$ cat src/rtl/uart_pkg.sv
// Shared UART definitions: parity encodings, FSM state encoding and bit-period helper.
// Combinational constants only; no timing or flow-control behaviour of its own.
package uart_pkg;

    localparam int PAR_NONE = 0;
    localparam int PAR_EVEN = 1;
    localparam int PAR_ODD  = 2;

    typedef enum logic [2:0] {
        ST_IDLE   = 3'd0,
        ST_START  = 3'd1,
        ST_DATA   = 3'd2,
        ST_PARITY = 3'd3,
        ST_STOP   = 3'd4
    } uart_state_e;

    function automatic int cycles_per_bit(input int clk_hz, input int baud);
        return clk_hz / baud;
    endfunction

endpackage

$ cat src/rtl/uart_fifo.sv
// Synchronous FIFO with full/empty flags; a pushed word reaches pop_dat_o one cycle later.
// Pushes while full and pops while empty are ignored; output reads 0 while empty.
module uart_fifo #(
    parameter int WIDTH = 8,
    parameter int DEPTH = 16
) (
    input  logic             clk,
    input  logic             reset_n,
    input  logic             push_i,
    input  logic [WIDTH-1:0] push_dat_i,
    input  logic             pop_i,
    output logic [WIDTH-1:0] pop_dat_o,
    output logic             full_o,
    output logic             empty_o
);
    localparam int AW = $clog2(DEPTH);

    logic [WIDTH-1:0] mem_q [DEPTH];
    logic [AW-1:0]    wr_ptr_q;
    logic [AW-1:0]    rd_ptr_q;
    logic [AW:0]      cnt_q;
    logic             do_push;
    logic             do_pop;

    assign full_o    = (cnt_q == (AW + 1)'(DEPTH));
    assign empty_o   = (cnt_q == '0);
    assign do_push   = push_i && !full_o;
    assign do_pop    = pop_i && !empty_o;
    assign pop_dat_o = empty_o ? '0 : mem_q[rd_ptr_q];

    always_ff @(posedge clk) begin
        if (do_push) mem_q[wr_ptr_q] <= push_dat_i;
    end

    always_ff @(posedge clk or negedge reset_n) begin
        if (!reset_n) begin
            wr_ptr_q <= '0;
            rd_ptr_q <= '0;
            cnt_q    <= '0;
        end else begin
            if (do_push) wr_ptr_q <= wr_ptr_q + 1'b1;
            if (do_pop)  rd_ptr_q <= rd_ptr_q + 1'b1;
            case ({do_push, do_pop})
                2'b10:   cnt_q <= cnt_q + 1'b1;
                2'b01:   cnt_q <= cnt_q - 1'b1;
                default: cnt_q <= cnt_q;
            endcase
        end
    end

endmodule

$ cat src/rtl/uart_cfg.sv
// Parametrised UART with TX/RX FIFOs; serial_out lags the TX FSM by one register, RX words land one cycle after the stop midpoint.
// data_in_ready drops when the TX FIFO is full; a good RX word arriving at a full RX FIFO is dropped with an overrun pulse.
module uart_cfg #(
    parameter int CLOCK_FREQ = 125_000_000,
    parameter int BAUD_RATE  = 115_200,
    parameter int DATA_BITS  = 8,
    parameter int PARITY     = 0,
    parameter int STOP_BITS  = 1,
    parameter int FIFO_DEPTH = 16
) (
    input  logic                 clk,
    input  logic                 reset_n,
    input  logic [DATA_BITS-1:0] data_in,
    input  logic                 data_in_valid,
    output logic                 data_in_ready,
    output logic [DATA_BITS-1:0] data_out,
    output logic                 data_out_valid,
    input  logic                 data_out_ready,
    input  logic                 serial_in,
    output logic                 serial_out,
    output logic                 parity_err,
    output logic                 frame_err,
    output logic                 overrun
);
    import uart_pkg::*;

    localparam int             BIT_CYC  = cycles_per_bit(CLOCK_FREQ, BAUD_RATE);
    localparam int             CW       = $clog2(BIT_CYC + 1);
    localparam logic [CW-1:0]  LAST_CYC = CW'(BIT_CYC - 1);
    localparam logic [CW-1:0]  MID_CYC  = CW'(BIT_CYC / 2);
    localparam logic           ODD      = 1'(PARITY == PAR_ODD);

    if (DATA_BITS < 5 || DATA_BITS > 9 || PARITY < 0 || PARITY > 2 ||
        (STOP_BITS != 1 && STOP_BITS != 2) || FIFO_DEPTH < 2 ||
        (FIFO_DEPTH & (FIFO_DEPTH - 1)) != 0 || BIT_CYC < 2) begin : g_bad_param
        $error("uart_cfg: illegal parameter value");
    end

    logic                 tx_rdy_q, tx_full, tx_empty, tx_pop, tx_line, serial_q;
    logic [DATA_BITS-1:0] tx_head, tx_sh_q, tx_sh_d;
    uart_state_e          tx_st_q, tx_st_d;
    logic [CW-1:0]        tx_cnt_q, tx_cnt_d;
    logic [3:0]           tx_idx_q, tx_idx_d;
    logic                 tx_par_q, tx_par_d;

    assign data_in_ready = tx_rdy_q && !tx_full;
    assign serial_out    = serial_q;

    uart_fifo #(.WIDTH(DATA_BITS), .DEPTH(FIFO_DEPTH)) u_tx_fifo (
        .clk(clk), .reset_n(reset_n),
        .push_i(data_in_valid && data_in_ready), .push_dat_i(data_in),
        .pop_i(tx_pop), .pop_dat_o(tx_head),
        .full_o(tx_full), .empty_o(tx_empty)
    );

    always_comb begin
        tx_st_d  = tx_st_q;
        tx_cnt_d = tx_cnt_q + 1'b1;
        tx_idx_d = tx_idx_q;
        tx_sh_d  = tx_sh_q;
        tx_par_d = tx_par_q;
        tx_pop   = 1'b0;
        tx_line  = 1'b1;
        case (tx_st_q)
            ST_IDLE: begin
                tx_cnt_d = '0;
                tx_pop   = !tx_empty;
            end
            ST_START: begin
                tx_line = 1'b0;
                if (tx_cnt_q == LAST_CYC) begin
                    tx_cnt_d = '0;
                    tx_idx_d = '0;
                    tx_st_d  = ST_DATA;
                end
            end
            ST_DATA: begin
                tx_line = tx_sh_q[0];
                if (tx_cnt_q == LAST_CYC) begin
                    tx_cnt_d = '0;
                    tx_sh_d  = tx_sh_q >> 1;
                    tx_idx_d = tx_idx_q + 1'b1;
                    if (tx_idx_q == 4'(DATA_BITS - 1)) begin
                        tx_idx_d = '0;
                        tx_st_d  = (PARITY != PAR_NONE) ? ST_PARITY : ST_STOP;
                    end
                end
            end
            ST_PARITY: begin
                tx_line = tx_par_q;
                if (tx_cnt_q == LAST_CYC) begin
                    tx_cnt_d = '0;
                    tx_st_d  = ST_STOP;
                end
            end
            ST_STOP: begin
                if (tx_cnt_q == LAST_CYC) begin
                    tx_cnt_d = '0;
                    tx_idx_d = tx_idx_q + 1'b1;
                    if (tx_idx_q == 4'(STOP_BITS - 1)) begin
                        tx_st_d = ST_IDLE;
                        tx_pop  = !tx_empty;
                    end
                end
            end
            default: tx_st_d = ST_IDLE;
        endcase
        // Loading straight from STOP keeps back-to-back frames gapless.
        if (tx_pop) begin
            tx_st_d  = ST_START;
            tx_cnt_d = '0;
            tx_sh_d  = tx_head;
            tx_par_d = ^tx_head ^ ODD;
        end
    end

    always_ff @(posedge clk or negedge reset_n) begin
        if (!reset_n) begin
            tx_rdy_q <= 1'b0;
            tx_st_q  <= ST_IDLE;
            tx_cnt_q <= '0;
            tx_idx_q <= '0;
            tx_sh_q  <= '0;
            tx_par_q <= 1'b0;
            serial_q <= 1'b1;
        end else begin
            tx_rdy_q <= 1'b1;
            tx_st_q  <= tx_st_d;
            tx_cnt_q <= tx_cnt_d;
            tx_idx_q <= tx_idx_d;
            tx_sh_q  <= tx_sh_d;
            tx_par_q <= tx_par_d;
            serial_q <= tx_line;
        end
    end

    logic                 rx_meta_q, rx_sync_q, rx_prev_q, rx_full, rx_empty;
    uart_state_e          rx_st_q, rx_st_d;
    logic [CW-1:0]        rx_cnt_q, rx_cnt_d;
    logic [3:0]           rx_idx_q, rx_idx_d;
    logic [DATA_BITS-1:0] rx_sh_q, rx_sh_d;
    logic                 rx_pb_q, rx_pb_d, rx_brk_q, rx_brk_d;
    logic                 good_q, good_d, perr_q, perr_d, ferr_q, ferr_d;
    logic                 rx_par_exp;

    assign rx_par_exp     = ^rx_sh_q ^ ODD;
    assign data_out_valid = !rx_empty;
    assign parity_err     = perr_q;
    assign frame_err      = ferr_q;
    assign overrun        = good_q && rx_full;

    uart_fifo #(.WIDTH(DATA_BITS), .DEPTH(FIFO_DEPTH)) u_rx_fifo (
        .clk(clk), .reset_n(reset_n),
        .push_i(good_q && !rx_full), .push_dat_i(rx_sh_q),
        .pop_i(data_out_ready), .pop_dat_o(data_out),
        .full_o(rx_full), .empty_o(rx_empty)
    );

    always_comb begin
        rx_st_d  = rx_st_q;
        rx_cnt_d = rx_cnt_q + 1'b1;
        rx_idx_d = rx_idx_q;
        rx_sh_d  = rx_sh_q;
        rx_pb_d  = rx_pb_q;
        rx_brk_d = rx_brk_q;
        good_d   = 1'b0;
        perr_d   = 1'b0;
        ferr_d   = 1'b0;
        case (rx_st_q)
            ST_IDLE: begin
                rx_cnt_d = '0;
                if (rx_prev_q && !rx_sync_q) rx_st_d = ST_START;
            end
            ST_START: begin
                if (rx_cnt_q == MID_CYC) begin
                    rx_cnt_d = '0;
                    rx_idx_d = '0;
                    rx_st_d  = rx_sync_q ? ST_IDLE : ST_DATA;
                end
            end
            ST_DATA: begin
                if (rx_cnt_q == LAST_CYC) begin
                    rx_cnt_d = '0;
                    rx_sh_d  = {rx_sync_q, rx_sh_q[DATA_BITS-1:1]};
                    rx_idx_d = rx_idx_q + 1'b1;
                    if (rx_idx_q == 4'(DATA_BITS - 1))
                        rx_st_d = (PARITY != PAR_NONE) ? ST_PARITY : ST_STOP;
                end
            end
            ST_PARITY: begin
                if (rx_cnt_q == LAST_CYC) begin
                    rx_cnt_d = '0;
                    rx_pb_d  = rx_sync_q;
                    rx_st_d  = ST_STOP;
                end
            end
            ST_STOP: begin
                // After a framing error, hold here until the line is back high.
                if (rx_brk_q) begin
                    rx_cnt_d = '0;
                    if (rx_sync_q) begin
                        rx_brk_d = 1'b0;
                        rx_st_d  = ST_IDLE;
                    end
                end else if (rx_cnt_q == LAST_CYC) begin
                    rx_cnt_d = '0;
                    if (!rx_sync_q) begin
                        ferr_d   = 1'b1;
                        rx_brk_d = 1'b1;
                    end else begin
                        rx_st_d = ST_IDLE;
                        if (PARITY != PAR_NONE && rx_pb_q != rx_par_exp) perr_d = 1'b1;
                        else                                             good_d = 1'b1;
                    end
                end
            end
            default: rx_st_d = ST_IDLE;
        endcase
    end

    always_ff @(posedge clk or negedge reset_n) begin
        if (!reset_n) begin
            rx_meta_q <= 1'b1;
            rx_sync_q <= 1'b1;
            rx_prev_q <= 1'b1;
            rx_st_q   <= ST_IDLE;
            rx_cnt_q  <= '0;
            rx_idx_q  <= '0;
            rx_sh_q   <= '0;
            rx_pb_q   <= 1'b0;
            rx_brk_q  <= 1'b0;
            good_q    <= 1'b0;
            perr_q    <= 1'b0;
            ferr_q    <= 1'b0;
        end else begin
            rx_meta_q <= serial_in;
            rx_sync_q <= rx_meta_q;
            rx_prev_q <= rx_sync_q;
            rx_st_q   <= rx_st_d;
            rx_cnt_q  <= rx_cnt_d;
            rx_idx_q  <= rx_idx_d;
            rx_sh_q   <= rx_sh_d;
            rx_pb_q   <= rx_pb_d;
            rx_brk_q  <= rx_brk_d;
            good_q    <= good_d;
            perr_q    <= perr_d;
            ferr_q    <= ferr_d;
        end
    end

endmodule

$ cat config.mk
export PLATFORM = sky130hd
export DESIGN_NAME = uart_cfg
export DESIGN_NICKNAME = d
export VERILOG_FILES = /design/src/rtl/uart_pkg.sv /design/src/rtl/uart_fifo.sv /design/src/rtl/uart_cfg.sv
export SDC_FILE = /design/constraint.sdc
export NUM_CORES = 1
export LEC_CHECK = 0
export BUFFER_PORTS_ARGS = -buffer_cell sky130_fd_sc_hd__buf_2
export CORE_ASPECT_RATIO = 0.8
export CORE_MARGIN = 2
export CORE_UTILIZATION = 60
export DETAILED_ROUTE_END_ITERATION = 12
export PLACE_DENSITY_LB_ADDON = 0.3
export SLEW_MARGIN = 5
export SYNTH_ARGS = -nofsm -noshare
export SYNTH_HDL_FRONTEND = slang
export SYNTH_SLANG_ARGS = --single-unit
export TNS_END_PERCENT = 30
$ cat constraint.sdc
create_clock -name clk -period 3.4 [get_ports clk]
set_input_delay 0.17 -clock clk [delete_from_list [all_inputs] [get_ports clk]]
set_output_delay 0.17 -clock clk [all_outputs]
set_load 0.1 [all_outputs]
[Word level (Yosys, flattened, before mapping)]
Memories as Yosys holds them, arrays and structs flattened.
Index checks and enable logic that the tools add are counted.
Storage, ports and cells
  memories: 2
  bits in writable memories: 256
  bits in registers: 87
  output and inout bits: 14
  input port bits: 13
  word-level logic and storage cells: 163
Operators by class
  equality and inequality tests: 35
  $add $sub $neg: 12
  multiplexer cells: 57
  reductions and logical operators: 34
Memories
  u_rx_fifo.mem_q: depth 16, width 8, read ports 1, clocked after memory_dff 0, wr ports 1, RTL line uart_fifo.sv:18  | logic [WIDTH-1:0] mem_q [DEPTH];
  u_tx_fifo.mem_q: depth 16, width 8, read ports 1, clocked after memory_dff 0, wr ports 1, RTL line uart_fifo.sv:18
Operators with widths (count)
  two-way mux 11 bit: 5
  two-way mux 3 bit: 15
  one-hot mux 11 bit (4 select lines): 1
  two-way mux 8 bit: 5
  one-hot mux 3 bit (5 select lines): 2
  adder 4 x 1 -> 4 bit, second input constant: 6
  two-way mux 4 bit: 6
  adder 11 x 1 -> 11 bit, second input constant: 2
  equality test 11 bit, second input constant: 2
  one-hot mux 11 bit (2 select lines): 1
  one-hot mux 5 bit (2 select lines): 2
  inequality test 3 x 2 -> 1 bit, second input constant: 6
  inequality test 2 bit, second input constant: 8
  two-way mux 1 bit: 15
  equality test 3 x 2 -> 1 bit, second input constant: 4
  one-hot mux 4 bit (3 select lines): 1
  equality test 11 x 10 -> 1 bit, second input constant: 1
  adder 5 x 1 -> 5 bit, second input constant: 2
  equality test 5 bit, second input constant: 2
  zero test 5 bit: 2
  nonzero test 2 bit: 5
  subtractor 5 x 1 -> 5 bit, second input constant: 2
  logical AND 1 bit: 9
  equality test 4 x 3 -> 1 bit, second input constant: 2
  other kinds (22): 32

[Logic depth before layout (Yosys ltp)]
Gate-level depths: netlist of the first run.
  depth in word-level cells: 8
  depth in mapped cells: 17

[Modules after synthesis]
Synthesis of the first run repeated with hierarchy kept, for this count alone.
Unflattened totals
  cell total of the unflattened synthesis: 916
  area total of the unflattened synthesis: 14883.0 um^2
Modules (own cells, without submodules)
  uart_fifo (u_rx_fifo): times used 1, sequential area each 4169.0 um^2, cells an instance 309, area each 5898.2 um^2
  uart_fifo (u_tx_fifo): times used 1, sequential area each 4169.0 um^2, cells an instance 309, area each 5889.4 um^2
  uart_cfg: times used 1, sequential area each 1531.5 um^2, cells an instance 298, area each 3095.5 um^2

[Worst setup path after synthesis of the first run]
Ideal clock, no wire load.
  path type: reg-to-reg
  from: register u_tx_fifo.cnt_q[1]
  to: register u_tx_fifo.cnt_q[4]
  setup time: 0.122 ns
  stages on the path, launching flop included: 16
  arrival time: 3.106 ns
  slack: 0.171 ns
  path through: dfrtp_1 nor3_1 nand2b_1 o21a_1 and2_1 clkbuf_1 inv_1 ha_1 clkbuf_1 xor2_1 ha_1 a21oi_1 o21ai_0 a22oi_1 nor2_1 xnor2_1
On the way
  elaborated cells between the ends (all ways): 17
  classes of those cells: add/sub (2); eq/ne (3); mux (4); reduce/logical (8)
RTL lines
  start: declaration: RTL line uart_fifo.sv:21  | logic [AW:0] cnt_q;
  start signal: assignment: RTL line uart_fifo.sv:44  | 2'b10: cnt_q <= cnt_q + 1'b1;
  start signal: assignment: RTL line uart_fifo.sv:45  | 2'b01: cnt_q <= cnt_q - 1'b1;
  start signal: assignment: RTL line uart_fifo.sv:46  | default: cnt_q <= cnt_q;
  equality test 5 bit (*): RTL line uart_fifo.sv:25  | assign full_o = (cnt_q == (AW + 1)'(DEPTH));
  zero test 1 bit (*): RTL line uart_cfg.sv:46  | assign data_in_ready = tx_rdy_q && !tx_full;
  logical AND 1 bit (*): RTL line uart_cfg.sv:46
  named net data_in_ready: RTL line uart_cfg.sv:15  | output logic data_in_ready,
  logical AND 1 bit (*): RTL line uart_cfg.sv:51  | .push_i(data_in_valid && data_in_ready), .push_dat_i(data_in),
  logical AND 1 bit (*): RTL line uart_fifo.sv:27  | assign do_push = push_i && !full_o;
  equality test 2 x 1 -> 1 bit or equality test 2 bit (tied branches): RTL line uart_fifo.sv:43  | case ({do_push, do_pop})
  one-hot mux 5 bit (2 select lines) or nonzero test 2 bit (tied branches)
Mark *: on every way through the listed nets, which the timed path passes. The rest lies on a longest branch.
A chain may end at the register's enable or synchronous reset.

[Worst setup path after layout of the first run]
  from: register u_rx_fifo.rd_ptr_q[0]
  to: output data_out[5]
On the way
  longest elaborated chain between the ends: 2
RTL lines
  start: declaration: RTL line uart_fifo.sv:20  | logic [AW-1:0] rd_ptr_q;
  start signal: assignment: RTL line uart_fifo.sv:42  | if (do_pop) rd_ptr_q <= rd_ptr_q + 1'b1;
  memory (16 x 8 bit)
  two-way mux 8 bit: RTL line uart_fifo.sv:29  | assign pop_dat_o = empty_o ? '0 : mem_q[rd_ptr_q];
  end: declaration: RTL line uart_cfg.sv:16  | output logic [DATA_BITS-1:0] data_out,
No other way between the ends.

==> results of run 1 <==
-- Yosys cell counts (all sizes together), types with 5 or more instances --
cell type,count,share of area
a21oi,15,0.0055
nand4,9,0.0039
xnor2,26,0.016
nand3,16,0.0056
ha,25,0.022
xor2,21,0.013
clkbuf,19,0.0050
nor2b,16,0.0070
buf,19,0.0089
nor3,13,0.0046
nand2b,12,0.0053
a22oi,23,0.012
nor2,57,0.015
edfxtp,256,0.54
nand2,83,0.022
o21ai,26,0.0091
inv,24,0.0063
mux2,5,0.0039
mux4,72,0.12
dfrtp,83,0.15
-- per-layer routing --
metal,up-vias,global-route usage,routed length [um]
li1,3397,-,-
met1,3774,0.344,12400
met2,217,0.328,11900
met3,36,0.0395,1650
met4,0,0.0587,416
met5,-,0,0
-- power breakdown --
part,switching [uW],internal (uW),total (uW),leakage [uW]
Combinational,879,558,1440,0.00165
Clock,1510,2080,3590,0.000516
Sequential,301,4710,5010,0.00315
Total,2690,7340,10000,0.00531
-- kinds of logic (layout without fill, tap and decap cells) --
logic type	Yosys count	count (layout)	share of synthesized area
flops	343	343	0.691
buf+inv	65	130	0.0223
simple gates	229	229	0.0754
mux	78	78	0.121
other cells	2	2	0.000526
compound gates	82	82	0.0367
fa+ha+maj	27	27	0.0240
xor+xnor	47	47	0.0288
-- stage by stage --
step | std cells | power [uW]
detailed placement | 1187 | 6530
floorplan | 873 | 6160
CTS | 1250 | 10100
global placement | 1187 | 6480
global route | 1250 | 10400
finish | 1250 | 10000
-- layout make-up --
| type | instances | share of cell area |
|---|---|---|
| inverter | 24 | 0.00570 |
| timing repair buffer | 45 | 0.0195 |
| clock buffer | 48 | 0.0591 |
| clock inverter | 13 | 0.00744 |
| sequential | 343 | 0.625 |
| tap | 312 | 0.0247 |
| multi-input combinational | 465 | 0.259 |
-- state kept, by name, summed over array words and instances, names as in the netlist, 5 cells and up --
signal           count
u_rx_fifo.mem_q    128
u_tx_fifo.cnt_q      5
tx_sh_q              8
tx_cnt_q            11
rx_cnt_q            11
u_tx_fifo.mem_q    128
rx_sh_q              8
u_rx_fifo.cnt_q      5
-- timing repair --
action                                  4_1_cts  5_1_grt
hold endpoints to repair                     62        0
hold buffers                                  2        0
endpoints found under the setup margin        0        0
-- path summary, 6_finish.rpt --
path | endpoint | slack (ns) | cells after the start
worst min-delay path | u_tx_fifo.mem_q[5][1] | 0.07 | 1
min in group asynchronous | rx_cnt_q[2] | 0.32 | 2
max in group asynchronous | rx_sh_q[2] | 2.37 | 3
worst min register to register | rx_sync_q | 0.36 | 0
worst max-delay path | data_out[5] | 0.26 | 5
worst max register to register | u_rx_fifo.cnt_q[4] | 0.45 | 13
==> metrics.md, run 1 <==
| Metric | Value |
|---|---|
| Worst Tran Pin Value | 0.906 ns |
| Fin crit share | 0.925 |
| Multi-input gate area | 4090 um2 |
| Clk slew on worst S/H paths | approximately 0.060 ns |
| Post-synth cell types | 59 |
| ANT cells | 0 |
| Post-CTS Resized | 0 |
| Die X | 176 um |
| Critical path's slowest cell | dfrtp_2 |
| Critical Path End Type | output pin |
| Max VDD drop | between 0.0004 and 0.0005 V |
| Syn nets | 912 |
| RSZ-0062 raised after global routing | no |
| # H-tree levels | 2 |
| Crit path DAT | 2.97 ns |
| Seq. cell area | 9870 um2 |
| DR vias | roughly 7400 |
| Mean Syn Cell Area | 16.4 um2 |
| Commonest non-fill, non-tap cell in the layout | edfxtp_1 |
| Gr usage total | 0.221 |
| Fillers | 1539 |
| Mapped cell area | approximately 14000 um2 |
| DRT iter0 DRCs | between 700 and 800 |
| Sequential-to-total area share from yosys stat | 0.691 |
| CP max FO | 25 |
| Longest Clk Path Bufs | 3 |
| Fmax | ~320 MHz |
| PD cells | ~630 nW/um2 |
| Critical path, cell by cell | buf_12 -> mux4_2 -> mux4_2 -> nor2b_1 -> buf_2 |
| Max-slew violations | 0 |
| EDFF count, synth | 256 |
| Tmin final | 3.14 ns |
| Pre-CTS WS | ~0.59 ns |
| Hold Fails Final Rpt | 0 |
| Ys flop type | edfxtp_1 |
| CP dominant cell by count | mux4_2 |
| Static leakage | approximately 0.0053 uW |
| Critical path origin | u_rx_fifo.rd_ptr_q[0] |
| Share of layout cells above drive strength 1 | 0.173 |
| Drt drc | 0 |
| Ports | 27 |
| CTS root buffer | clkbuf_16 |
| Clock Latency Late Sink | 0.52 ns |
| Hold Path Class | input port to flop |
| Antenna-violating nets left | 0 |
| Nets | ~950 |
| Min-delay src | data_in[1] |
| Port-buffer cells | 25 |
| Final estimated routing congestion in global placement | between 0.7 and 0.8 |
| Max incr delay on CP | about 0.63 ns |
| DR WL/cell | between 20 and 25 um |
| Startpoint types | flop |
| Max Cap Violations | 0 |
| DR vias/cell | 5.94 |
| # rows | 50 |
| Setup WS post-layout | 0.257 ns |
| Outcome | finished clean |
| Placed cell areas | around 15000 um2 |
| Final wirelength | between 20000 and 30000 um |
| Core Footprint | roughly 23000 um2 |
| CP top delay family | multiplexers |
| Most frequent cells in the layout | edfxtp_1 (256), nand2_1 (83), dfrtp_1 (81), mux4_2 (61), nor2_1 (57) |
| Number of synthesized register bits | 343 |
| Crit Path Class | flop to output pin |
| Die area | 25100 um2 |
| CTS Buf Count | 34 |
| Skew final | 0.0215 ns |
| DR pass1 iterations | 6 |
| Starting density of the core | 0.610 |
| TritonCTS clock tree | yes |
| Initial antenna violation count | 0 |
| Pin count of the biggest net entering global routing | between 60 and 70 |
| Post-Route Setup TNS | 0 ns |
| Async S/R FF share, synth | 0.254 |
| R2r startpoint | u_rx_fifo.cnt_q[0] |
| Fin area | 15800 um2 |
| Gr ovfl total | 0 |
| Area delta synth->final | 10.7% |
| Post-CTS setup buffer count | 0 |
| Clock Sinks | 343 |
| Setup violators final | 0 |
| Data required, critical path | 3.23 ns |
| First-pass GRT wire length | 41600 um |
| DPL Wire Length | between 15000 and 20000 um |
| WHS | 0.0736 ns |
| Finished Core Util | 0.675 |
| Number of global-route vias before repair | 7390 |
| Max-slew headroom | 0.393 |
| Yosys warns | 0 |
| Buffers plus inverters on the worst setup path | 2 |
| Die height | 142 um |
| Synth Instances | 873 |
(Power assumes the default switching activity.)
==> run 2: changes to the inputs <==
ABC_AREA = 1   (was unset)
CAP_MARGIN = 20   (was unset)
==> run 2 against run 1 <==
Net effect: clock skew increased by 0.0066 ns; non-clock buffer count is 3 lower; wire length is 19% higher; worst setup slack better by 0.13 ns; flip-flop and latch count stayed put; first-iteration DRC count is 62% higher; sequential power rose by 1%; power grew 39%; core utilization is 0.096 points higher; final area rose by 4.3%; global-route usage up 2.2 points; largest cell class unchanged; highest routed layer unchanged.
==> metrics.md, run 2 <==
| Metric | Value |
|---|---|
| Fin cells | 1754 (was 1250) |
| Synth Instances | 1384 (was 873) |
| # H-tree levels | 2 (unchanged) |
| DR pass1 iterations | 6 (unchanged) |
| Outcome | finished clean (unchanged) |
| Starting density of the core | 0.612 (was 0.610) |
| Fin area | 16500 um2 (was 15800 um2) |
| Sequential-to-total area share from yosys stat | 0.662 (was 0.691) |
| Nets | 1448 (was 952) |
| Gr usage total | 0.243 (was 0.221) |
| EDFF count, synth | 256 (unchanged) |
| Pin count of the biggest net entering global routing | 74 (was 68) |
| WHS | 0.0663 ns (was 0.0736 ns) |
| RSZ-0062 raised after global routing | no (unchanged) |
| TritonCTS clock tree | yes (unchanged) |
| Max-slew headroom | 0.385 (was 0.393) |
| Final estimated routing congestion in global placement | 0.855 (was 0.789) |
| # rows | 51 (was 50) |
| PD cells | 844 nW/um2 (was 635 nW/um2) |
| Post-Route Setup TNS | 0 ns (unchanged) |
| CTS Buf Count | 35 (was 34) |
| Largest area contributor in the netlist | edfxtp_1 (unchanged) |
| Syn nets | 1423 (was 912) |
| Multi-input gate area | 4220 um2 (was 4090 um2) |
| Largest regs | u_rx_fifo.mem_q x128, u_tx_fifo.mem_q x128 (unchanged) |
| Antenna-violating nets left | 0 (unchanged) |
| Skew final | 0.0281 ns (was 0.0215 ns) |
| Most frequent cells in the layout | nand2_1 (268), edfxtp_1 (256), nor2_1 (171), inv_1 (137), nand3_1 (109) (was edfxtp_1 (256), nand2_1 (83), dfrtp_1 (81), mux4_2 (61), nor2_1 (57)) |
| Data required, critical path | 3.80 ns (was 3.23 ns) |
| Max Cap Violations | 0 (unchanged) |
| Port-buffer cells | 25 (unchanged) |
| Core Footprint | 24400 um2 (was 23400 um2) |
| DPL Wire Length | 19300 um (was 16300 um) |
| DR vias/cell | 5.69 (was 5.94) |
| Gr ovfl total | 0 (unchanged) |
| Max-slew violations | 0 (unchanged) |
| Hold Fails Final Rpt | 0 (unchanged) |
| Mean Syn Cell Area | 10.8 um2 (was 16.4 um2) |
| Tmin final | 3.01 ns (was 3.14 ns) |
| Initial antenna violation count | 0 (unchanged) |
| Drt drc | 0 (unchanged) |
| Share of layout cells above drive strength 1 | 0.0829 (was 0.173) |
| Die area | 26100 um2 (was 25100 um2) |
| Clk slew on worst S/H paths | 0.06 ns (about the same) |
| Worst Tran Pin Value | 0.919 ns (was 0.906 ns) |
| Post-CTS setup buffer count | 0 (unchanged) |
| Most common cell in the netlist | nand2_1 (was edfxtp_1) |
| Number of global-route vias before repair | 9931 (was 7390) |
| Crit path DAT | 3.41 ns (was 2.97 ns) |
| CP max FO | 6 (was 25) |
| Critical Path End Type | flop (was output pin) |
| Ys flop type | edfxtp_1 (unchanged) |
| Mapped cell area | 14900 um2 (was 14300 um2) |
| ANT cells | 0 (unchanged) |
| Setup violators final | 0 (unchanged) |
| Placed cell areas | 15300 um2 (was 14700 um2) |
| Yosys warns | 0 (unchanged) |
| Async S/R FF share, synth | 0.254 (unchanged) |
| Die X | 180 um (was 176 um) |
| Crit Path Class | flop to flop (was flop to output pin) |
| Clock Sinks | 343 (unchanged) |
| CTS root buffer | clkbuf_16 (unchanged) |
| Ports | 27 (unchanged) |
| Area delta synth->final | 10.6% (was 10.7%) |
| DR vias | 9974 (was 7424) |
| Placed Cells | 1687 (was 1187) |
| Static leakage | 0.00631 uW (was 0.00531 uW) |
| DRT iter0 DRCs | 1221 (was 753) |
| Fin crit share | 0.885 (was 0.925) |
| Die height | 145 um (was 142 um) |
| Commonest non-fill, non-tap cell in the layout | nand2_1 (was edfxtp_1) |
| Fillers | 1754 (was 1539) |
| Fmax | 332 MHz (was 318 MHz) |
| Top post-synthesis cells by count | nand2_1 (268), edfxtp_1 (256), nor2_1 (171) (was edfxtp_1 (256), dfrtp_1 (83), nand2_1 (83)) |
| DR WL/cell | 17.8 um (was 21.0 um) |
| Longest Clk Path Bufs | 3 (unchanged) |
| Max VDD drop | 0.000615 V (was 0.000414 V) |
| Post-synth cell types | 39 (was 59) |
| Number of synthesized register bits | 343 (unchanged) |
| Seq. cell area | 9870 um2 (unchanged) |
| Hold Path Class | input port to flop (unchanged) |
| Startpoint types | flop (unchanged) |
| First-pass GRT wire length | 51300 um (was 41600 um) |
| Synth area leaders | edfxtp_1 (52%), dfrtp_1 (14%), nand2_1 (6.7%), nor2_1 (4.3%), nand3_1 (3.7%) (was edfxtp_1 (54%), dfrtp_1 (15%), mux4_2 (9.6%), ha_1 (2.2%), nand2_1 (2.2%)) |
| Final wirelength | 31200 um (was 26300 um) |
| Synth top area share | 0.515 (was 0.538) |
| Clock Latency Late Sink | 0.53 ns (was 0.52 ns) |
-- run 2: final timing paths --
check,from,to,slack (ns),cells after the start
setup reg to reg,tx_cnt_q[0],u_tx_fifo.cnt_q[4],0.39,20
min in group asynchronous,reset_n,rx_idx_q[2],0.20,2
hold reg to reg,rx_meta_q,rx_sync_q,0.36,0
setup / recovery,tx_cnt_q[0],u_tx_fifo.cnt_q[4],0.39,20
hold / removal,data_in[0],u_tx_fifo.mem_q[7][0],0.07,1
max in group asynchronous,reset_n,u_tx_fifo.rd_ptr_q[0],2.43,3
-- run 2: final cells by class --
cell class | count | share of cell area
timing repair buffer | 42 | 0.0167
sequential | 343 | 0.599
multi-input combinational | 841 | 0.256
inverter | 146 | 0.0334
tap | 318 | 0.0241
clock buffer | 45 | 0.0597
clock inverter | 19 | 0.0112
-- run 2: metrics by stage --
step,util,total power [uW],setup WS [ns]
CTS,0.676,13900,0.321
floorplan,-,8950,0.294
finish,0.676,13900,0.390
detailed placement,0.627,10100,0.342
global route,0.676,14700,0.0225
global placement,0.627,9930,0.426
-- run 2: cell families (layout without fill, tap and decap cells) --
family / Yosys count / in the layout / synth area share
other cells: 2 / 2 / 0.000504
flops: 343 / 343 / 0.662
buf+inv: 200 / 252 / 0.0553
simple gates: 585 / 585 / 0.162
xor+xnor: 33 / 33 / 0.0194
fa+ha+maj: 26 / 26 / 0.0223
mux: 7 / 7 / 0.00529
compound gates: 188 / 188 / 0.0737
-- run 2: timing repair --
action	4_1_cts	5_1_grt
hold buffers	3	0
endpoints found under the setup margin	0	1
resized for setup	0	1
endpoints found under the hold margin	43	0
-- run 2: layer usage --
layer | share of wire | GRT usage | vias to the layer above
li1 | - | - | 4757
met1 | 0.44 | 0.362 | 4811
met2 | 0.46 | 0.372 | 370
met3 | 0.081 | 0.0510 | 36
met4 | 0.013 | 0.0556 | 0
met5 | 0 | 0 | -
-- run 2: power breakdown --
| part | switching [uW] | total (uW) | internal (uW) | leakage [uW] |
|---|---|---|---|---|
| clock | 1610 | 3840 | 2230 | 0.000572 |
| combinational | 3670 | 5020 | 1350 | 0.00258 |
| sequential | 239 | 5070 | 4830 | 0.00316 |
| total | 5520 | 13900 | 8400 | 0.00631 |
-- run 2: critical path: stages, from the launching register on --
cell     delay (ns)
dfrtp_1        0.42
inv_1          0.10
ha_1           0.16
nand3_1        0.07
nor4_1         0.22
nand2_1        0.12
o21ai_0        0.15
nand3_1        0.10
inv_1          0.09
ha_2           0.25
xor2_1         0.11
ha_1           0.21
a21oi_1        0.16
nor2_1         0.07
inv_1          0.07
nor2_1         0.04
a31oi_1        0.13
inv_1          0.06
a21oi_1        0.11
o21ai_0        0.11
xnor2_1        0.13
